===== src/rtl/symbol_pkg.sv =====
// Shared constants for the 8PSK symbol/byte conversion, used by both the
// receive-side packer and the transmit-side shifter.
package symbol_pkg;

  localparam int SYM_W     = 3;
  localparam int BYTE_W    = 8;
  localparam int GROUP_LEN = 8;
  localparam int PHASE_W   = $clog2(GROUP_LEN);
  // Largest residue held between symbols is 7 bits (ahead of the phase-5 symbol).
  localparam int CARRY_W   = BYTE_W - 1;
  localparam int ACC_W     = CARRY_W + SYM_W;

  typedef logic [PHASE_W-1:0] phase_t;

  localparam phase_t PH_BYTE0 = 3'd2;
  localparam phase_t PH_BYTE1 = 3'd5;
  localparam phase_t PH_BYTE2 = 3'd7;

  // Bits already held in the carry register when the symbol at phase p arrives.
  function automatic int bits_held(input phase_t p);
    return (int'(p) * SYM_W) % BYTE_W;
  endfunction

  function automatic logic is_complete(input phase_t p);
    return (p == PH_BYTE0) || (p == PH_BYTE1) || (p == PH_BYTE2);
  endfunction

endpackage


===== src/rtl/symbol_packer_if.sv =====
// Symbol-in / byte-out bundle between a demodulator (master) and the packer (slave).
interface symbol_packer_if;

  logic [symbol_pkg::SYM_W-1:0]  sym;
  logic                          sym_valid;
  logic                          sync;
  logic                          hold;
  logic [symbol_pkg::BYTE_W-1:0] data;
  logic                          byte_valid;
  logic                          byte_ready;
  logic                          overflow;
  logic                          clr_ovf;

  modport master (
    output sym, sym_valid, sync, hold, byte_ready, clr_ovf,
    input  data, byte_valid, overflow
  );

  modport slave (
    input  sym, sym_valid, sync, hold, byte_ready, clr_ovf,
    output data, byte_valid, overflow
  );

endinterface


===== src/rtl/symbol_packer.sv =====
// Packs a continuous MSB-first stream of 3-bit symbols into bytes; 8 symbols
// make 3 bytes. One-deep output register with valid/ready and a sticky overflow.
module symbol_packer
  import symbol_pkg::*;
(
  input  logic           clk,
  input  logic           reset_n,
  symbol_packer_if.slave bus
);

  phase_t              phase_q, phase_d;
  logic [CARRY_W-1:0]  carry_q, carry_d;
  logic [BYTE_W-1:0]   data_q,  data_d;
  logic                valid_q, valid_d;
  logic                ovf_q,   ovf_d;

  logic                accept;
  logic                start;
  logic                complete;
  logic                ovf_set;
  phase_t              cur_phase;
  logic [CARRY_W-1:0]  cur_carry;
  logic [ACC_W-1:0]    acc;
  logic [ACC_W-1:0]    keep_mask;
  logic [3:0]          left_bits;
  logic [BYTE_W-1:0]   new_byte;

  // NOTE: state updates use non-blocking assignments so every register samples
  // the pre-edge values; the async reset clears all state, partial bits included.
  always_ff @(posedge clk or negedge reset_n) begin
    if (!reset_n) begin
      phase_q <= '0;
      carry_q <= '0;
      data_q  <= '0;
      valid_q <= 1'b0;
      ovf_q   <= 1'b0;
    end else begin
      phase_q <= phase_d;
      carry_q <= carry_d;
      data_q  <= data_d;
      valid_q <= valid_d;
      ovf_q   <= ovf_d;
    end
  end

  // Assembly path: a sync symbol restarts the group with an empty carry.
  always_comb begin
    accept    = bus.sym_valid & ~bus.hold;
    start     = accept & bus.sync;
    cur_phase = start ? '0 : phase_q;
    cur_carry = start ? '0 : carry_q;
    acc       = {cur_carry, bus.sym};
    complete  = accept & is_complete(cur_phase);
    left_bits = complete ? 4'(bits_held(cur_phase) + SYM_W - BYTE_W) : 4'd0;
    keep_mask = (ACC_W'(1) << left_bits) - ACC_W'(1);
    new_byte  = BYTE_W'(acc >> left_bits);

    phase_d = phase_q;
    carry_d = carry_q;
    if (accept) begin
      phase_d = cur_phase + phase_t'(1);
      carry_d = complete ? CARRY_W'(acc & keep_mask) : CARRY_W'(acc);
    end
  end

  // NOTE: every output of this block gets a default first so no latch is inferred.
  always_comb begin
    data_d  = data_q;
    valid_d = valid_q;
    ovf_set = 1'b0;
    if (complete) begin
      if (!valid_q || bus.byte_ready) begin
        data_d  = new_byte;
        valid_d = 1'b1;
      end else begin
        ovf_set = 1'b1;
      end
    end else if (bus.byte_ready) begin
      valid_d = 1'b0;
    end
    ovf_d = ovf_set | (ovf_q & ~bus.clr_ovf);
  end

  assign bus.data       = data_q;
  assign bus.byte_valid = valid_q;
  assign bus.overflow   = ovf_q;

endmodule


===== src/flat_wrapper.sv =====
// flat-port wrapper written by rule: the top's interface ports become plain ports
module symbol_packer_flat import symbol_pkg::*;
  (clk, reset_n, bus_sym, bus_sym_valid, bus_sync, bus_hold, bus_byte_ready, bus_clr_ovf, bus_data, bus_byte_valid, bus_overflow);
  symbol_packer_if bus_i ();
  input  logic clk;
  input  logic reset_n;
  input wire logic [$bits(bus_i.sym)-1:0] bus_sym;
  input wire logic [$bits(bus_i.sym_valid)-1:0] bus_sym_valid;
  input wire logic [$bits(bus_i.sync)-1:0] bus_sync;
  input wire logic [$bits(bus_i.hold)-1:0] bus_hold;
  input wire logic [$bits(bus_i.byte_ready)-1:0] bus_byte_ready;
  input wire logic [$bits(bus_i.clr_ovf)-1:0] bus_clr_ovf;
  output wire logic [$bits(bus_i.data)-1:0] bus_data;
  output wire logic [$bits(bus_i.byte_valid)-1:0] bus_byte_valid;
  output wire logic [$bits(bus_i.overflow)-1:0] bus_overflow;
  assign bus_i.sym = bus_sym;
  assign bus_i.sym_valid = bus_sym_valid;
  assign bus_i.sync = bus_sync;
  assign bus_i.hold = bus_hold;
  assign bus_i.byte_ready = bus_byte_ready;
  assign bus_i.clr_ovf = bus_clr_ovf;
  assign bus_data = bus_i.data;
  assign bus_byte_valid = bus_i.byte_valid;
  assign bus_overflow = bus_i.overflow;
  symbol_packer u_core (.clk(clk), .reset_n(reset_n), .bus(bus_i));
endmodule

===== config.mk =====
export PLATFORM = sky130hd
export DESIGN_NAME = symbol_packer_flat
export DESIGN_NICKNAME = d
export VERILOG_FILES = /design/src/rtl/symbol_pkg.sv /design/src/rtl/symbol_packer_if.sv /design/src/rtl/symbol_packer.sv /design/src/flat_wrapper.sv
export SDC_FILE = /design/constraint.sdc
export NUM_CORES = 1
export LEC_CHECK = 0
export CAP_MARGIN = 15
export CORE_UTILIZATION = 46
export DETAILED_ROUTE_END_ITERATION = 8
export GPL_TIMING_DRIVEN = 1
export PLACE_DENSITY = 0.74
export SLEW_MARGIN = 15
export SYNTH_ARGS = -nofsm -noshare
export SYNTH_HDL_FRONTEND = slang
export SYNTH_SLANG_ARGS = --single-unit

===== constraint.sdc =====
create_clock -name clk -period 1.62 [get_ports clk]
set_input_delay 0.243 -clock clk [delete_from_list [all_inputs] [get_ports clk]]
set_output_delay 0.243 -clock clk [all_outputs]
set_load 0.05 [all_outputs]

# Word-level counts from Yosys, hierarchy flattened
# Cells that the tools add are included.
[totals] ff_bits=20 word_cells=42
[classes] addsub=4 n_mul=1 eq_ne=4 shift=2 muxes=9 n_bitwise=9 n_reduce_logical=8
[ops] op="$mux 7" n=2
[ops] op="$shr 10x4->8" n=1
[ops] op="$and 7x7->7" n=1
[ops] op="$shl 1x4->7 const A" n=1
[ops] op="$sub 7x2->7 const B" n=1
[ops] op="$eq 3x3->1 const B" n=2
[ops] op="$mux 1" n=5
[ops] op="$add 4x3->4 const B" n=1
[ops] op="$and 1x1->1" n=4
[ops] op="$mux 4" n=1
[ops] op="$reduce_and 2->1" n=2
[ops] op="$sub 4x4->4 const B" n=1
[ops] op="$add 3x1->3 const B" n=1
[ops] op="$eq 3x2->1 const B" n=1
[ops] op="$logic_or 1x1->1" n=3
[ops] op="$mul 3x2->3 const B" n=1
[ops] op="$mux 3" n=1
[ops] op="$reduce_or 3->1" n=1
[ops] op="$ne 2x2->1 const B" n=1
[ops] op="$not 1->1" n=2
[ops] op="$reduce_bool 2->1" n=1
[ops] op="$and 1x1->1 const A" n=1
[ops] op="$logic_not 1->1" n=1
[ops] op="$or 1x1->1" n=1

# Longest topological paths before layout
# Gate-level depths: netlist of run 1.
[logic_depth] ltp_word=14 ltp_mapped=9

# Worst setup path after synthesis of run 1
# No wires, ideal clock.
[synth_timing] path_type="flip-flop to flip-flop" startpoint="reg u_core.phase_q[1]" endpoint="reg u_core.carry_q[2]" setup_time_ns=0.120 arrival_time_ns=1.673 path_slack_ns=-0.174 path_stages_with_launch=9 path_buffers=1 synth_period_minus_slack_ns=1.794 cell_sequence="dfrtp_1 and4bb_1 and2_0 clkbuf_2 inv_1 ha_1 xnor2_1 nand2_1 a31o_2"
[synth_between] elab_chain_cells=11 elab_cells_between_ends=17 cone_classes="add/sub: 3; mul: 1; eq/ne: 3; shift: 1; mux: 3; bitwise: 3; reduce/logical: 3"
[synth_rtl] item="start, declared" line="symbol_packer.sv:11" rtl="phase_t phase_q, phase_d;"
[synth_rtl] item="start signal, assigned" line="symbol_packer.sv:38" rtl="phase_q <= phase_d;"
[synth_rtl] item="$mux 3 (*)" line="symbol_packer.sv:50" rtl="cur_phase = start ? '0 : phase_q;"
[synth_rtl] item="$mul 3x2->3" line="symbol_pkg.sv:21" rtl="return (int'(p) * SYM_W) % BYTE_W;"
[synth_rtl] item="$reduce_or 3->1 (no line)"
[synth_rtl] item="$and 1x1->1 (no line)"
[synth_rtl] item="$add 4x3->4" line="symbol_packer.sv:54" rtl="left_bits = complete ? 4'(bits_held(cur_phase) + SYM_W - BYTE_W) : 4'd0;"
[synth_rtl] item="$sub 4x4->4" line="symbol_packer.sv:54"
[synth_rtl] item="$mux 4" line="symbol_packer.sv:54"
[synth_rtl] item="$shl 1x4->7" line="symbol_packer.sv:55" rtl="keep_mask = (ACC_W'(1) << left_bits) - ACC_W'(1);"
[synth_rtl] item="$sub 7x2->7" line="symbol_packer.sv:55"
[synth_rtl] item="$and 7x7->7" line="symbol_packer.sv:62" rtl="carry_d = complete ? CARRY_W'(acc & keep_mask) : CARRY_W'(acc);"
[synth_rtl] item="$mux 7 (*)" line="symbol_packer.sv:62"
[synth_rtl] item="end signal, assigned" line="symbol_packer.sv:39" rtl="carry_q <= carry_d;"
[synth_rtl] item="end, declared" line="symbol_packer.sv:12" rtl="logic [CARRY_W-1:0] carry_q, carry_d;"
# Every way passes the cells marked *; elsewhere a longest branch is shown, timed or not.
# A chain may end at the register's enable or synchronous reset.

# Worst setup path after layout of run 1
# Ends and elaborated chain as after synthesis.

==> results of run 1 <==
## worst max-delay path, stage by stage, from the launching register on
cell and delay, ps:
dfrtp_2 390, buf_6 100, and3b_2 210, o21ai_2 170, inv_2 70, ha_4 170, xnor2_2 110, nand2_1 80
a31o_2 210
## power by group through the flow
stage | combinational [W] | sequential (W) | clock [W]
floorplan | 0.000233 | 0.00102 | 0
global placement | 0.000847 | 0.000714 | 0
detailed placement | 0.000858 | 0.000724 | 0
CTS | 0.000887 | 0.000715 | 0.000303
global route | 0.000999 | 0.000740 | 0.000329
finish | 0.000941 | 0.000724 | 0.000299
## Yosys cell counts, types with 2 or more instances
| library cell | count | share of area [%] |
|---|---|---|
| a2111oi_0 | 2 | 1.5 |
| nor2_1 | 9 | 2.9 |
| and2_1 | 5 | 2.7 |
| a31o_2 | 3 | 2.3 |
| o21ai_0 | 6 | 2.6 |
| a21oi_1 | 5 | 2.2 |
| a2111oi_1 | 2 | 1.7 |
| nor3b_1 | 4 | 2.6 |
| nor3b_4 | 2 | 3.3 |
| o31ai_1 | 7 | 4.6 |
| nand2_1 | 17 | 5.6 |
| buf_2 | 2 | 0.87 |
| nand2b_1 | 2 | 1.1 |
| a22o_1 | 2 | 1.5 |
| inv_1 | 3 | 0.98 |
| dfrtp_1 | 20 | 44 |
| a211oi_1 | 2 | 1.3 |
## registers in the layout, indices dropped and copies added, names as in the netlist
| register | count |
|---|---|
| u_core.bus.byte_valid | 1 |
| u_core.bus.data | 8 |
| u_core.bus.overflow | 1 |
| u_core.carry_q | 7 |
| u_core.phase_q | 3 |
## layer usage
layer / share of wire, % / global-route usage [%] / vias to the layer above
met4: 1.3 / 9.46 / 0
met1: 43 / 35.1 / 564
li1: - / - / 529
met5: 0 / 0 / -
met2: 51 / 45.1 / 41
met3: 4.6 / 3.51 / 6
## kinds of logic (layout without fill, tap and decap cells)
kind of cell    Yosys count  after routing  share of synthesized area, %
compound gates           38             38                          25.4
flops                    20             20                          43.6
simple gates             48             48                          25.6
buf+inv                   8             59                          3.59
xor+xnor                  1              1                         0.763
fa+ha+maj                 1              1                          1.09
## final cells by class
class,count,area share [%]
clock buffers,4,2.08
inverters,3,0.647
multi-input cells,88,41.4
flip-flops and latches,20,28.8
well taps,28,2.01
repair buffers,52,25.0
## per-stage QoR
stage	instances	worst slack (ps)	cell area, um2	TNS [ps]	hold slack [ps]
floorplan	116	-0.262	1170	-0.262	-52.6
global placement	184	-426	1530	-3980	466
detailed placement	184	-472	1530	-4550	467
CTS	194	6.09	1650	0	268
global route	195	-71.4	1740	-242	267
finish	195	7.92	1740	0	257
## what timing repair did
action                     in CTS  in global routing
setup endpoints to repair       9                 13
resized for setup              12                 16
pin swaps                       8                  6
setup buffers                   6                  1
hold buffers                    0                  0
## worst max-delay path by stage
| stage | end | depth (start not counted) |
|---|---|---|
| 2_1_floorplan | u_core.carry_q[2] | 8 |
| 4_1_cts | u_core.bus.data[2] | 6 |
| 5_1_grt | u_core.bus.data[5] | 5 |
| 6_report | u_core.carry_q[2] | 8 |
| 3_5_place_dp | u_core.bus.data[3] | 6 |
| 3_3_place_gp | u_core.bus.data[3] | 6 |
==> out/metrics.cfg, run 1 <==
[layout]
final_cell_mix = buf_4, dfrtp_1, nand2_1
multi_input_area_um2 = 721
antenna_cells = 0
final-seq-area_um2 = 502
fin_nets = 179
drive_gt1_share_pct = 44.9
synthToLayoutAreaGrowth_pct = 51.5
layout_commonest_cell = buf_4
final_core_util_pct = 76.5
num-fill-cells = 155

[power_and_ir_drop]
internal_power_w = 0.00113
leakagePower_nw = 0.800
totalPowerFinal_w = 0.00196
swShare_pct = 42.6
p_comb_share_pct = 47.9
peakVddDrop_v = 0.000792
switchingPower_w = 0.000836
clockPowerShare_pct = 15.2
cellPowerDensity_nw_per_um2 = 1130
seq_power_share_pct = 36.9

[die]
initial_core_util_pct = 50.5
core-area_um2 = 2280
dieHeight_um = 52.0
dieArea_um2 = 2700
rows = 17
io_pins = 20
die_x_um = 52.0

[cts]
cts_tree = yes
clk-insertion-delay-late_ps = 310
clk_transition_reported_paths_ps = 120
clockBufferDepth = 2
root_buffer = clkbuf_4
cts_made_buffers = 3
clock-sinks = 20
htreeDepth = 1

[synthesis]
synth_cell_types = 40
synth.avg_cell_area_um2 = 9.90
ys.warnings.count = 0
synthCells = 116
yosys_register_bits = 20
yosys_most_used_dff = dfrtp_1
synth_edf_count = 0
synth.net_count = 127
syn_area_um2 = 1150
ys_seq_area_share_pct = 43.6
synthArstFlopShare_pct = 100

[run]
timing.max_cap.violations = 0

[worst_setup_path]
r2r_start = u_core.phase_q[1]
critPathLaunchType = flip-flop
crit_fanout = 3
crit_start = u_core.phase_q[1]
end_kind = flip-flop
r2r_end = u_core.carry_q[2]
reg2regPathDepth = 8
r2r_slack_ps = 8
required_ps = 1830
critical_path_class = reg -> reg
crit_arrival_ps = 1820

[routing]
drc = 0
drt-initial-drc-count = 39
wire_per_inst_um = 17.0
antenna_left = 0
dr.pass1.iters = 4
routed_wirelength_um = 3310
num_vias = 1140
viasPerCell = 5.85

[status]
status = complete, no violations

[timing]
finalHoldViolCount = 0
fin_crit_ps = 1610
setup_viol = 0
skew_ps = 6.41
clock.fmax_mhz = 620
slew_violations = 0
rsz0062_at_grt = yes
slew_headroom_pct = 76.2
fin_crit_sh_pct = 99.5
worst_pin_slew_ps = 355

[place]
hpwl_um = 2210
port_buffers = 19
gp_congestion = 0.908

[worst_hold_path]
min_path_type = in -> async

[global_routing]
grt_max_degree = 21
grtUsageTotal_pct = 26.9
grt_pass1_vias = 1108
antenna_found_initial = 0
overflow = 0
grt_pass1_wl_um = 5190

Note: power is estimated with default switching activity, not from simulation.
==> run 2: changes to the inputs <==
--- a/config.mk
+++ b/config.mk
@@ -11,3 +11,3 @@
 export GPL_TIMING_DRIVEN = 1
-export PLACE_DENSITY = 0.74
+export PLACE_DENSITY_LB_ADDON = 0.1
 export SLEW_MARGIN = 15
--- a/constraint.sdc
+++ b/constraint.sdc
@@ -3,2 +3,2 @@
 set_output_delay 0.243 -clock clk [all_outputs]
-set_load 0.05 [all_outputs]
+set_load 0.1 [all_outputs]
==> out/metrics.cfg, run 2 (synthesized netlist as in run 1, its figures left out) <==
[place]
port_buffers = 19  ; unchanged
hpwl_um = 2410  ; +9.0%
placed_cells = 184  ; unchanged
gp_congestion = 0.902  ; -0.69%
pre_cts_slack_ps = -484  ; -12.0 ps

[layout]
largest_register_ffs = 8  ; unchanged
num-fill-cells = 127  ; -18%
fin_nets = 178  ; -0.56%
drive_gt1_share_pct = 45.2  ; +0.27 points
final_cell_mix = buf_4, dfrtp_1, nand2_1
stdcell_count = 194  ; -0.51%
antenna_cells = 0  ; unchanged
synthToLayoutAreaGrowth_pct = 60.8
layout_commonest_cell = buf_4

[die]
dieHeight_um = 52.0  ; unchanged
dieArea_um2 = 2700  ; unchanged
io_pins = 20  ; unchanged
core-area_um2 = 2280  ; unchanged
rows = 17  ; unchanged
initial_core_util_pct = 50.5  ; unchanged
die_x_um = 52.0  ; unchanged

[timing]
slew_headroom_pct = 79.6  ; +3.4 points
skew_ps = 2.89  ; -3.52 ps
clock.fmax_mhz = 587  ; -5.4%
worst_pin_slew_ps = 303  ; -52.2 ps
setup_viol = 2  ; +2
rsz0062_at_grt = yes
finalHoldViolCount = 0  ; unchanged
slew_violations = 0  ; unchanged
fin_crit_ps = 1700  ; +91.2 ps
tns_ps = -116  ; -116 ps
holdWs_ps = 264  ; +7.83 ps
fin_crit_sh_pct = 105  ; +5.6 points
timing.final.ws_setup_ps = -83.2  ; -91.2 ps

[power_and_ir_drop]
cellPowerDensity_nw_per_um2 = 1400  ; +24%
totalPowerFinal_w = 0.00258  ; +31%
peakVddDrop_v = 0.00151  ; +90%
leakagePower_nw = 0.825  ; +3.1%

[cts]
clk_transition_reported_paths_ps = 110  ; about the same
cts_tree = yes
root_buffer = clkbuf_4
htreeDepth = 1  ; unchanged
clockBufferDepth = 2  ; unchanged
clk-insertion-delay-late_ps = 300  ; about the same
cts_made_buffers = 3  ; unchanged
cts_hold_buf = 0  ; unchanged
clock-sinks = 20  ; unchanged

[worst_setup_path]
reg2regPathDepth = 8  ; unchanged
worstSetupEndpoint = u_core.carry_q[2]
crit_arrival_ps = 1910  ; +90 ps
r2r_end = u_core.carry_q[2]
critical_path_class = reg -> reg
required_ps = 1820  ; about the same
end_kind = flip-flop
r2r_start = u_core.phase_q[1]
r2r_slack_ps = -80  ; -90 ps
crit_start = u_core.phase_q[1]
critPathLaunchType = flip-flop
crit_fanout = 4  ; +1

[global_routing]
grt_pass1_vias = 1208  ; +9.0%
overflow = 0  ; unchanged
antenna_found_initial = 0  ; unchanged
grt_max_degree = 21  ; unchanged
grt_pass1_wl_um = 5600  ; +7.8%
grtUsageTotal_pct = 28.7  ; +1.9 points

[routing]
num_vias = 1163  ; +2.0%
viasPerCell = 5.99  ; +2.5%
dr.pass1.iters = 4  ; unchanged
routed_wirelength_um = 3570  ; +7.8%
drt-initial-drc-count = 31  ; -21%
drc = 0  ; unchanged
antenna_left = 0  ; unchanged
wire_per_inst_um = 18.4  ; +8.3%

[worst_hold_path]
min_path_type = in -> async

[run]
timing.max_cap.violations = 0  ; unchanged

[status]
violations = setup timing
status = finished, violations left

## run 2: cell count changes in the layout (fill, tap and decap cells not counted), moves of 2 or more
| cell | before | now |
|---|---|---|
| buf_4 | 37 | 24 |
| buf_12 | 0 | 11 |
| a2111oi_2 | 1 | 3 |
| a2111oi_4 | 3 | 1 |
## run 2: worst min path at each step
stage,start,endpoint,slack (ps),depth (start not counted)
4_1_cts,reset_n,u_core.bus.data[7],280,2
5_1_grt,reset_n,u_core.bus.data[7],280,2
2_1_floorplan,reset_n,u_core.bus.byte_valid,-50,0
6_report,reset_n,u_core.carry_q[1],260,2
3_5_place_dp,u_core.phase_q[1],u_core.phase_q[1],500,1
3_3_place_gp,u_core.carry_q[6],u_core.carry_q[6],500,1
## run 2: routing by layer
metal	up-vias	track usage [%]	part of all wire (%)
li1	525	-	-
met1	550	33.9	40
met2	60	49.6	50
met3	28	4.97	5.1
met4	0	14.4	4.3
met5	-	0	0
## run 2: critical path, cell delays in order (launching register included)
cell     delay, ps
dfrtp_2        390
buf_6          100
and3b_2        210
o21ai_2        180
inv_2           70
ha_4           180
xnor2_2        150
nand2_1        100
a31o_2         210
## run 2: power by group
group / internal [W] / switching (W)
Combinational: 0.000584 / 0.000926
Clock: 0.000137 / 0.000158
Sequential: 0.000623 / 0.000150
Total: 0.00134 / 0.00123
## run 2: layout make-up
class	instances	area (um2)	share of cell area (%)
Multi-Input combinational cell	88	696	37.7
Timing Repair Buffer	51	566	30.6
Sequential cell	20	503	27.2
Clock buffer	4	36.3	1.96
Tap cell	28	35.0	1.90
Inverter	3	11.3	0.610
## run 2: timing repair
| item | 4_1_cts | 5_1_grt |
|---|---|---|
| setup buffers | 4 | 2 |
| endpoints found under the setup margin | 11 | 11 |
| pin swaps | 12 | 7 |
| resized for setup | 17 | 12 |
## run 2: per-stage QoR
step	util, %	cell area [um2]
3_5_place_dp	72.8	1660
4_1_cts	78.0	1770
3_3_place_gp	72.8	1660
2_1_floorplan	-	1150
5_1_grt	81.1	1850
6_report	81.1	1850
==> run 3: changes to the inputs <==
CORE_MARGIN = 5   (was not set)
==> out/metrics.cfg, run 3 (synthesized netlist as in run 1, its figures left out) <==
[status]
status = finished, violations left
violations = setup timing

[worst_setup_path]
r2r_slack_ps = -20  ; +60 ps
required_ps = 1830  ; about the same
r2r_start = u_core.phase_q[2]
critPathMostFrequentCell = buf_6
end_kind = flip-flop
r2r_end = u_core.carry_q[3]
max_stage_delay_ps = 460  ; +70 ps
crit_fanout = 6  ; +2
slowest_stage = dfrtp_2
crit_path_cell_trace = buf_6, nor3b_4, buf_6, buf_6, o21a_4, nor2_2, a31o_2
critical_path_class = reg -> reg
cp.buffers_inverters = 3  ; +1
critPathLaunchType = flip-flop
crit_start = u_core.phase_q[2]
crit_family = flip-flops
reg2regPathDepth = 7  ; -1
crit_arrival_ps = 1860  ; -50 ps

[die]
dieHeight_um = 60.0  ; +15%
initial_core_util_pct = 47.2  ; -3.2 points
die_x_um = 60.0  ; +15%
core-area_um2 = 2430  ; +6.9%
io_pins = 20  ; unchanged
rows = 18  ; +1
dieArea_um2 = 3600  ; +33%

[routing]
viasPerCell = 5.87  ; -2.1%
wl_met2_um = 1790  ; -0.61%
dr.max_layer_used = met4
routed_wirelength_um = 3560  ; -0.17%
antenna_left = 0  ; unchanged
num_vias = 1150  ; -1.1%
wl_met1_um = 1450  ; +1.1%
drt-initial-drc-count = 61  ; +97%
wire_per_inst_um = 18.2  ; -1.2%
dr.pass1.iters = 5  ; +1
drc = 0  ; unchanged
wl_met3_um = 185  ; +1.1%

[global_routing]
grt_pass1_wl_um = 5040  ; -9.9%
antenna_found_initial = 0  ; unchanged
overflow = 0  ; unchanged
grt_max_degree = 21  ; unchanged
grtUsageTotal_pct = 18.3  ; -10 points
grt_pass1_vias = 1139  ; -5.7%

[timing]
fin_crit_ps = 1640  ; -58.4 ps
slew_violations = 0  ; unchanged
slew_headroom_pct = 72.8  ; -6.7 points
worst_pin_slew_ps = 407  ; +103 ps
clock.fmax_mhz = 608  ; +3.6%
skew_ps = 6.45  ; +3.56 ps
rsz0062_at_grt = yes
fin_crit_sh_pct = 102  ; -3.6 points
tns_ps = -37.3  ; +78.2 ps
timing.final.ws_setup_ps = -24.8  ; +58.4 ps
setup_viol = 3  ; +1
finalHoldViolCount = 0  ; unchanged

[cts]
clk_transition_reported_paths_ps = 120  ; about the same
root_buffer = clkbuf_4
cts_tree = yes
htreeDepth = 1  ; unchanged
cts_made_buffers = 3  ; unchanged
clk-insertion-delay-late_ps = 310  ; about the same
cts_hold_buf = 0  ; unchanged
clock-sinks = 20  ; unchanged
clockBufferDepth = 2  ; unchanged

[power_and_ir_drop]
cellPowerDensity_nw_per_um2 = 1350  ; -3.5%
seq_power_share_pct = 29.7  ; -0.3 points
leakagePower_nw = 0.836  ; +1.4%
internal_power_w = 0.00136  ; +0.91%
swShare_pct = 48.6  ; +0.79 points
clockPowerShare_pct = 9.9  ; -1.6 points
peakVddDrop_v = 0.00129  ; -14%
p_comb_share_pct = 60.4  ; +1.8 points
totalPowerFinal_w = 0.00264  ; +2.5%
switchingPower_w = 0.00128  ; +4.2%

[layout]
final_cell_mix = buf_4, dfrtp_1, nand2_1
largest_register_ffs = 8  ; unchanged
drive_gt1_share_pct = 51.2  ; +6.0 points
fin_nets = 178  ; unchanged
layout_commonest_cell = buf_4
stdcell_count = 196  ; +1.0%
num-fill-cells = 140  ; +10%
final-seq-area_um2 = 504  ; +0.25%
final_core_util_pct = 80.6  ; -0.54 points
multi_input_area_um2 = 810  ; +16%
synthToLayoutAreaGrowth_pct = 70.7
antenna_cells = 0  ; unchanged

[place]
pre_cts_slack_ps = -444  ; +40.3 ps
gp_congestion = 0.848  ; -6.0%
placed_cells = 188  ; +2.2%
hpwl_um = 2260  ; -6.2%
port_buffers = 19  ; unchanged

[worst_hold_path]
min_path_type = in -> async

[run]
timing.max_cap.violations = 0  ; unchanged

[run 3: cell counts in the layout (fill, tap and decap cells not counted)]
No cell type changed its count.
[run 3: layer usage]
metal | vias to the layer above | global-route usage (%)
li1 | 529 | -
met1 | 562 | 24.0
met2 | 44 | 29.3
met3 | 15 | 3.24
met4 | 0 | 8.23
met5 | - | 0
[run 3: what timing repair did]
| action | 4_1_cts | 5_1_grt |
|---|---|---|
| pin swaps | 13 | 18 |
| setup endpoints to repair | 9 | 12 |
| gates resized for setup | 16 | 38 |
| buffers inserted | 5 | 0 |
[run 3: worst max path at each step]
stage	endpoint	slack, ps	cells past startpoint
4_1_cts	u_core.bus.data[1]	3	5
3_3_place_gp	u_core.bus.data[4]	-400	6
2_1_floorplan	u_core.carry_q[2]	-100	8
5_1_grt	u_core.carry_q[3]	-80	7
6_report	u_core.carry_q[3]	-20	7
3_5_place_dp	u_core.bus.data[4]	-440	6
[run 3: stage by stage]
stage          hold slack (ps)  area [um2]
4_1_cts                    265        1760
3_5_place_dp               502        1660
2_1_floorplan            -52.6        1150
6_report                   251        1960
3_3_place_gp               495        1660
5_1_grt                    260        1960
[run 3: cell type report]
class | instances | area share (%)
clock buffers | 4 | 1.34
inverters | 3 | 0.574
multi-input cells | 88 | 41.3
flip-flops and latches | 20 | 25.7
well taps | 30 | 1.91
repair buffers | 51 | 29.2
[run 3: power groups by stage]
| stage | sequential, W | combinational (W) | clock (W) |
|---|---|---|---|
| 5_1_grt | 0.000803 | 0.00165 | 0.000290 |
| 4_1_cts | 0.000764 | 0.00146 | 0.000251 |
| 3_5_place_dp | 0.000771 | 0.00143 | 0 |
| 6_report | 0.000785 | 0.00159 | 0.000261 |
| 3_3_place_gp | 0.000761 | 0.00142 | 0 |
| 2_1_floorplan | 0.00136 | 0.000230 | 0 |
